--- src/rtl/alu_resp_tx_pkg.sv ---
// alu_resp_tx_pkg: shared opcodes, header size and state encoding for the response framer
package alu_resp_tx_pkg;
  localparam logic [7:0] OP_ECHO = 8'hEC;
  localparam logic [7:0] OP_ADD  = 8'hAD;
  localparam logic [7:0] OP_MUL  = 8'hAC;
  localparam logic [7:0] OP_DIV  = 8'hD1;
  localparam int HDR_BYTES = 4;
  typedef enum logic [1:0] {IDLE, HEADER, PAYLOAD, CHECK} resp_state_e;
endpackage

--- src/rtl/alu_resp_tx.sv ---
// alu_resp_tx: frames one ALU result into opcode/reserved/LEN16/payload bytes for UART TX
//   clk, rst (async, active-low)
//   result_valid_i/result_ready_o : result handshake, ready only while IDLE
//   opcode_i, result_i, result_len_i : captured on accept, length clamped to MAX_BYTES
//   tx_data_o/tx_valid_o/tx_ready_i : registered byte stream, held while not ready
//   busy_o : packet in progress
//   Define ALU_RESP_CHECKSUM_EN to append an XOR-of-payload byte (counted in LEN).
module alu_resp_tx
  import alu_resp_tx_pkg::*;
#(
  parameter int         MAX_BYTES = 8,
  parameter logic [7:0] RSVD_BYTE = 8'h00
) (
  input  logic                   clk,
  input  logic                   rst,
  input  logic                   result_valid_i,
  output logic                   result_ready_o,
  input  logic [7:0]             opcode_i,
  input  logic [8*MAX_BYTES-1:0] result_i,
  input  logic [3:0]             result_len_i,
  output logic [7:0]             tx_data_o,
  output logic                   tx_valid_o,
  input  logic                   tx_ready_i,
  output logic                   busy_o
);
`ifdef ALU_RESP_CHECKSUM_EN
  localparam int CHK_BYTES = 1;
`else
  localparam int CHK_BYTES = 0;
`endif
  resp_state_e state;
  logic [8*MAX_BYTES-1:0] data_q;
  logic [3:0] len_q, cnt, len_c;
  logic [15:0] pkt_len;
  logic [7:0] hdr_nxt;
  logic xfer, hdr_last, load_pl;
  assign result_ready_o = state == IDLE;
  assign busy_o = state != IDLE;
  // In HEADER cnt indexes the byte on the wire; in PAYLOAD it counts bytes still to load.
  always_comb begin
    xfer = tx_valid_o && tx_ready_i;
    len_c = result_len_i > 4'(MAX_BYTES) ? 4'(MAX_BYTES) : result_len_i;
    pkt_len = 16'(HDR_BYTES) + 16'(len_q) + 16'(CHK_BYTES);
    hdr_nxt = cnt == 4'd0 ? RSVD_BYTE : cnt == 4'd1 ? pkt_len[7:0] : pkt_len[15:8];
    hdr_last = cnt == 4'(HDR_BYTES - 1);
    load_pl = xfer && ((state == HEADER && hdr_last && len_q != 4'd0) || (state == PAYLOAD && cnt != 4'd0));
  end
`ifdef ALU_RESP_CHECKSUM_EN
  logic [7:0] chk_q;
  always_ff @(posedge clk or negedge rst) begin
    if (!rst) chk_q <= 8'h00;
    else if (state == IDLE) chk_q <= 8'h00;
    else if (load_pl) chk_q <= chk_q ^ data_q[7:0];
  end
`endif
  always_ff @(posedge clk or negedge rst) begin
    if (!rst) begin
      state <= IDLE;
      data_q <= '0;
      len_q <= 4'd0;
      cnt <= 4'd0;
      tx_data_o <= 8'h00;
      tx_valid_o <= 1'b0;
    end else if (state == IDLE) begin
      if (result_valid_i) begin
        state <= HEADER;
        data_q <= result_i;
        len_q <= len_c;
        cnt <= 4'd0;
        tx_data_o <= opcode_i;
        tx_valid_o <= 1'b1;
      end
    end else if (load_pl) begin
      state <= PAYLOAD;
      tx_data_o <= data_q[7:0];
      data_q <= data_q >> 8;
      cnt <= state == HEADER ? len_q - 4'd1 : cnt - 4'd1;
    end else if (xfer) begin
      if (state == HEADER && !hdr_last) begin
        cnt <= cnt + 4'd1;
        tx_data_o <= hdr_nxt;
      end
`ifdef ALU_RESP_CHECKSUM_EN
      else if (state != CHECK) begin
        state <= CHECK;
        tx_data_o <= chk_q;
      end
`endif
      else begin
        state <= IDLE;
        tx_valid_o <= 1'b0;
        tx_data_o <= 8'h00;
      end
    end
  end
endmodule

--- config.mk ---
export PLATFORM = sky130hd
export DESIGN_NAME = alu_resp_tx
export DESIGN_NICKNAME = d
export VERILOG_FILES = /design/src/rtl/alu_resp_tx_pkg.sv /design/src/rtl/alu_resp_tx.sv
export SDC_FILE = /design/constraint.sdc
export NUM_CORES = 1
export LEC_CHECK = 0
export CORE_AREA = 3 3 96 107
export DETAILED_ROUTE_END_ITERATION = 10
export DIE_AREA = 0 0 99 110
export HOLD_SLACK_MARGIN = 0.05
export PLACE_DENSITY = 0.7
export SYNTH_ARGS = -nofsm -noshare
export SYNTH_HDL_FRONTEND = slang
export SYNTH_SLANG_ARGS = --single-unit
--- constraint.sdc ---
create_clock -name clk -period 1.95 [get_ports clk]
set_input_delay 0.195 -clock clk [delete_from_list [all_inputs] [get_ports clk]]
set_output_delay 0.195 -clock clk [all_outputs]
set_load 0.02 [all_outputs]
# --- Yosys cells after proc, flatten, opt, wreduce, memory -nomap -nowiden ---
# Index checks and enable logic that the tools add are counted.
classes:
  n_addsub: 4
  n_lt_le_gt_ge: 1
  eq_ne: 8
  n_mux: 27
  reduce_logical: 23
ops:
  columns: ["op", "count"]
  rows:
  - ["two-way mux 64 bit", 3]
  - ["two-way mux 8 bit", 4]
  - ["two-way mux 4 bit", 7]
  - ["two-way mux 5 bit", 3]
  - ["two-way mux 2 bit", 5]
  - ["nonzero test 4 bit", 2]
  - ["subtractor 4 x 1 -> 4 bit, second input constant", 2]
  - ["logical AND 1 bit", 6]
  - ["inequality test 2 bit, second input constant", 3]
  - ["AND reduction 2 bit", 3]
  - ["AND reduction 3 bit", 2]
  - ["nonzero test 2 bit", 3]
  - ["nonzero test 3 bit", 2]
  - ["adder 3 x 4 -> 5 bit, first input constant", 1]
  - ["two-way mux 1 bit", 5]
  - ["adder 4 x 1 -> 4 bit, second input constant", 1]
  - ["equality test 4 x 1 -> 1 bit, second input constant", 1]
  - ["equality test 4 x 2 -> 1 bit, second input constant", 1]
  - ["> comparator 4 bit, second input constant", 1]
  - ["logical NOT 4 bit", 1]
  - ["AND reduction 4 bit", 1]
  - ["inequality test 3 bit, second input constant", 1]
  - ["equality test 2 x 1 -> 1 bit, second input constant", 1]
  - ["equality test 2 bit, second input constant", 1]
  - ["3 further kinds", 3]
totals:
  reg_bits: 83
  in_bits: 80
  out_inout_bits: 11
  elab_cells: 69

# --- Logic depth before layout (Yosys ltp) ---
depth:
  depth_word: 7
  ltp_mapped: 9
  ltp_nobuf: 7

# --- Least setup slack after synthesis ---
# Ideal clock, no wire load.
synth_timing:
  kind: "register to register"
  from: "register cnt[0]"
  to: "register cnt[1]"
  setup_ns: 0.125
  arrival_ns: 1.888
  required_time_ns: 1.825
  setup_slack_ns: -0.063
  stages_incl_launch_ff: 7
  n_path_buf: 0
  period_less_slack_ns: 2.013
  path_cell_list: "dfrtp_1 inv_1 ha_1 or3b_4 a32o_1 o21ai_4 mux2_2"
synth_via:
  elab_chain_len: 7
  elab_cells_between_ends: 19
  cone_classes: "2 x add/sub; 1 x eq/ne; 5 x mux; 11 x reduce/logical"
synth_lines:
  columns: ["element", "line", "source"]
  rows:
  - ["from (decl)", "alu_resp_tx.sv:33", "logic [3:0] len_q, cnt, len_c;"]
  - ["from (signal assigned)", "alu_resp_tx.sv:77", "cnt <= state == HEADER ? len_q - 4'd1 : cnt - 4'd1;"]
  - ["from (signal assigned)", "alu_resp_tx.sv:80", "cnt <= cnt + 4'd1;"]
  - ["branches (longest 7 deep; another with adder 4 x 1 -> 4 bit)", null, null]
# Parallel ways; which one is timed is not known. The select of a mux whose other input is x is not followed.
# A chain may end at the register's enable or synchronous reset.

# --- Worst setup path in the final report ---
layout_timing:
  from: "register cnt[0]"
  to: "register data_q[27]"
layout_via:
  elab_chain_len: 7
  elab_cells_between_ends: 9
  cone_classes: "1 x eq/ne; 8 x reduce/logical"
layout_lines:
  columns: ["element", "line", "source"]
  rows:
  - ["equality test 4 x 2 -> 1 bit", "alu_resp_tx.sv:45", "hdr_last = cnt == 4'(HDR_BYTES - 1);"]
  - ["logical AND 1 bit (2 in series)", "alu_resp_tx.sv:46", "load_pl = xfer && ((state == HEADER && hdr_last && len_q != 4'd0) || (state == PAYLOAD && cnt != 4'd0));"]
  - ["logical OR 1 bit (*)", "alu_resp_tx.sv:46", null]
  - ["logical AND 1 bit (*)", "alu_resp_tx.sv:46", null]
  - ["nonzero test 2 bit (no source line) (*)", null, null]
  - ["AND reduction 2 bit (no source line) (*)", null, null]
  - ["to (signal assigned)", "alu_resp_tx.sv:67", "data_q <= result_i;"]
  - ["to (signal assigned)", "alu_resp_tx.sv:76", "data_q <= data_q >> 8;"]
  - ["to (decl)", "alu_resp_tx.sv:32", "logic [8*MAX_BYTES-1:0] data_q;"]
# Every way passes the cells marked *; elsewhere a longest branch is shown, timed or not.

==> results.yml <==
route:
  detail-route-antenna-nets: 0
  drt_wl_total_mm: 10.6
  drcViolationCount: 0
  first_iter_violations: 193
  drtPass1Iterations: 4
  wl_per_cell_um: 16.3
  vias: 3422
  vias_per_cell: 5.26
logic_synthesis:
  syn_avg_cell_area_um2: 9.84
  synth_nets: 505
  ys_top_cells_by_area: "dfrtp_1, mux2i_1, a21oi_1"
  synth-edff-count: 0
  synthTopCellsByCount: "dfrtp_1, nor2_1, a21oi_1, mux2i_1, nand2_1"
  yosysTopAreaCell: "dfrtp_1"
  yosysUniqueCellTypes: 41
  synth.cell_area_um2: 4100
  yosys_warnings: 0
  synthArstFlopShare: 1.00
  synth_most_common_cell: "dfrtp_1"
  yosysSeqAreaShare: 0.506
  syn-instance-count: 417
  synth_seq_cells: 83
  synth_ff_type: "dfrtp_1"
  synth_top_area_frac: 0.506
power_and_ir_drop:
  finalPower_mw: 9.08
  p_leak_nw: 2.37
  ir_drop_mv: 0.718
  power.density_nw_per_um2: 1540
worst_hold_path:
  hold_class: "in -> async"
sta:
  worst_pin_slew_ns: 0.645
  relSlewSlack: 0.568
  slew_viol_final: 0
  finalCritPeriodShare: 1.06
  setup_tns_ns: -3.97
  final.setup_skew_ns: 0.00800
  timing.final.ws_setup_ns: -0.114
  final-setup-viol-count: 57
  rsz0062_at_grt: "true"
  fin_crit_ns: 2.06
  final_hold_viol_count: 0
  max_freq_ghz: 0.484
setup_path:
  critical_path.startpoint_type: "flip-flop"
  path_class: "reg -> reg"
  worstPathCellList: "inv_2 > ha_4 > or3b_4 > a32oi_2 > buf_4 > o21ai_4 > buf_12 > clkbuf_16 > nor2_2 > a21oi_1"
  crit_slowest_cell: "dfrtp_2"
  critical_path_required_ns: 2.19
  slowest_delay_ns: 0.42
  r2r_cells: 10
  critPathBufInv: 4
  cp.depth: 10
  reg2reg_from: "cnt[0]"
  cp_top_family: "buffers and inverters"
  r2r-end: "data_q[27]"
  crit_arrival_ns: 2.30
  critPathLaunch: "cnt[0]"
  cp-endpoint: "data_q[27]"
  r2r_slack_ns: -0.11
  critPathMaxFanout: 17
  cp-end-kind: "flip-flop"
clocking:
  clockBufferDepth: 2
  htree_levels: 3
  cts_sinks: 83
  clk_pin_slew_worst_paths_ns: 0.09
  root_buffer: "clkbuf_8"
  cts_tree: "built"
  cts_buffers: 9
  insertion_delay_ns: 0.35
layout:
  nFillCells: 761
  nets: 616
  drive_gt1_frac: 0.218
  utilization: 0.632
  antenna_cells: 0
  syn2layout_area_growth_pct: 43.4
placement:
  routabilityCongestion: 0.847
  post-dp-hpwl_mm: 7.10
  io_buffers: 90
status:
  violations: "negative setup slack"
  status: "finished with violations"
floorplan:
  die_x_um: 99
  fp.coreArea_um2: 9310
  ioPinCount: 91
  rows: 37
  die_h_um: 110
  start_util: 0.441
  dieArea_um2: 10900
global_routing:
  grt_use_total: 0.181
  grt_first_pass_wirelength_mm: 15.6
  antenna_found_initial: 0
  grt_pass1_vias: 3327
  grt_max_degree: 69
  grt_overflow: 0
job:
  cap_viol_max_count: 0
[sequential cells by signal, summed over array words and instances (netlist names)]
name	count
tx_data_o	8
state	2
len_q	4
cnt	4
data_q	64
tx_valid_o	1
[logic make-up (layout without fill, tap and decap cells)]
group,count (synthesis),count (layout),share of synthesized area
xor gates and xnor gates,4,4,0.00854
AOI/OAI and AO/OA,102,102,0.142
and+or+nand+nor,122,122,0.126
muxes,60,60,0.147
DFF,83,83,0.506
adders and majority gates,8,8,0.0244
buffers and inverters,38,154,0.0457
[worst register-to-register path, stage by stage, from the launching register on]
cell and delay (ns):
dfrtp_2 0.42, inv_2 0.08, ha_4 0.13, or3b_4 0.37
a32oi_2 0.21, buf_4 0.16, o21ai_4 0.06, buf_12 0.17
clkbuf_16 0.19, nor2_2 0.12, a21oi_1 0.05
[layer usage]
| layer | routed length (um) | global-route usage |
|---|---|---|
| met3 | 457 | 0.0315 |
| met1 | 4630 | 0.232 |
| met4 | 128 | 0.0663 |
| met5 | 0 | 0 |
| met2 | 5380 | 0.311 |
[area by class of cell]
type	count	area (um2)	area share
sequential	83	2080	0.353
clock inverter	6	48.8	0.00829
inverter	11	42.5	0.00723
tap	117	146	0.0249
multi-input combinational	296	2070	0.353
clock buffer	10	128	0.0217
timing repair buffer	127	1370	0.232
[placed cells by master (no fill, tap or decap), types with 6 or more instances in the layout]
cell type	Yosys	final
nor2_4	0	12
a21oi_2	0	9
ha_1	8	6
clkbuf_8	0	9
nor2_2	1	27
mux2i_1	59	59
o21ai_0	20	20
buf_12	0	7
nand2_1	36	36
dfrtp_1	83	82
buf_4	3	20
nor2_1	67	29
inv_1	10	8
clkdlybuf4s50_1	0	87
a21oi_1	63	54
[how the worst min path moves through the flow]
stage	cells past startpoint	endpoint	slack, ns	start
floorplan	0	cnt[0]	-0.10	rst
global placement	1	data_q[9]	0.24	rst
CTS	3	data_q[61]	0.38	result_i[61]
global route	3	data_q[58]	0.39	result_i[58]
finish	2	data_q[9]	0.39	rst
detailed placement	1	data_q[9]	0.24	rst
[report_power, final]
group          leakage (nW)  internal, mW  switching, mW
Combinational          1.35          2.40           2.41
Sequential            0.936          2.53          0.610
Clock                0.0799         0.477          0.663
[through the flow]
stage | hold WS (ns) | cell area (um2) | setup WS [ns] | std cells
after floorplan | -0.101 | 4110 | 0.00242 | 417
after global placement | 0.242 | 5280 | -0.0188 | 623
after detailed placement | 0.242 | 5280 | -0.0118 | 623
after CTS | 0.384 | 5490 | -0.0242 | 641
after global routing | 0.390 | 5880 | -0.215 | 650
final | 0.388 | 5880 | -0.114 | 650
[what timing repair did]
action                     CTS  global route
setup buffers                1             5
setup endpoints to repair   28            73
resized for setup            3            77
hold buffers                 1             0
cloned                       0             4
hold endpoints to repair    45             0
pin swaps                    2             5
Power figures use the tool's default switching activity.
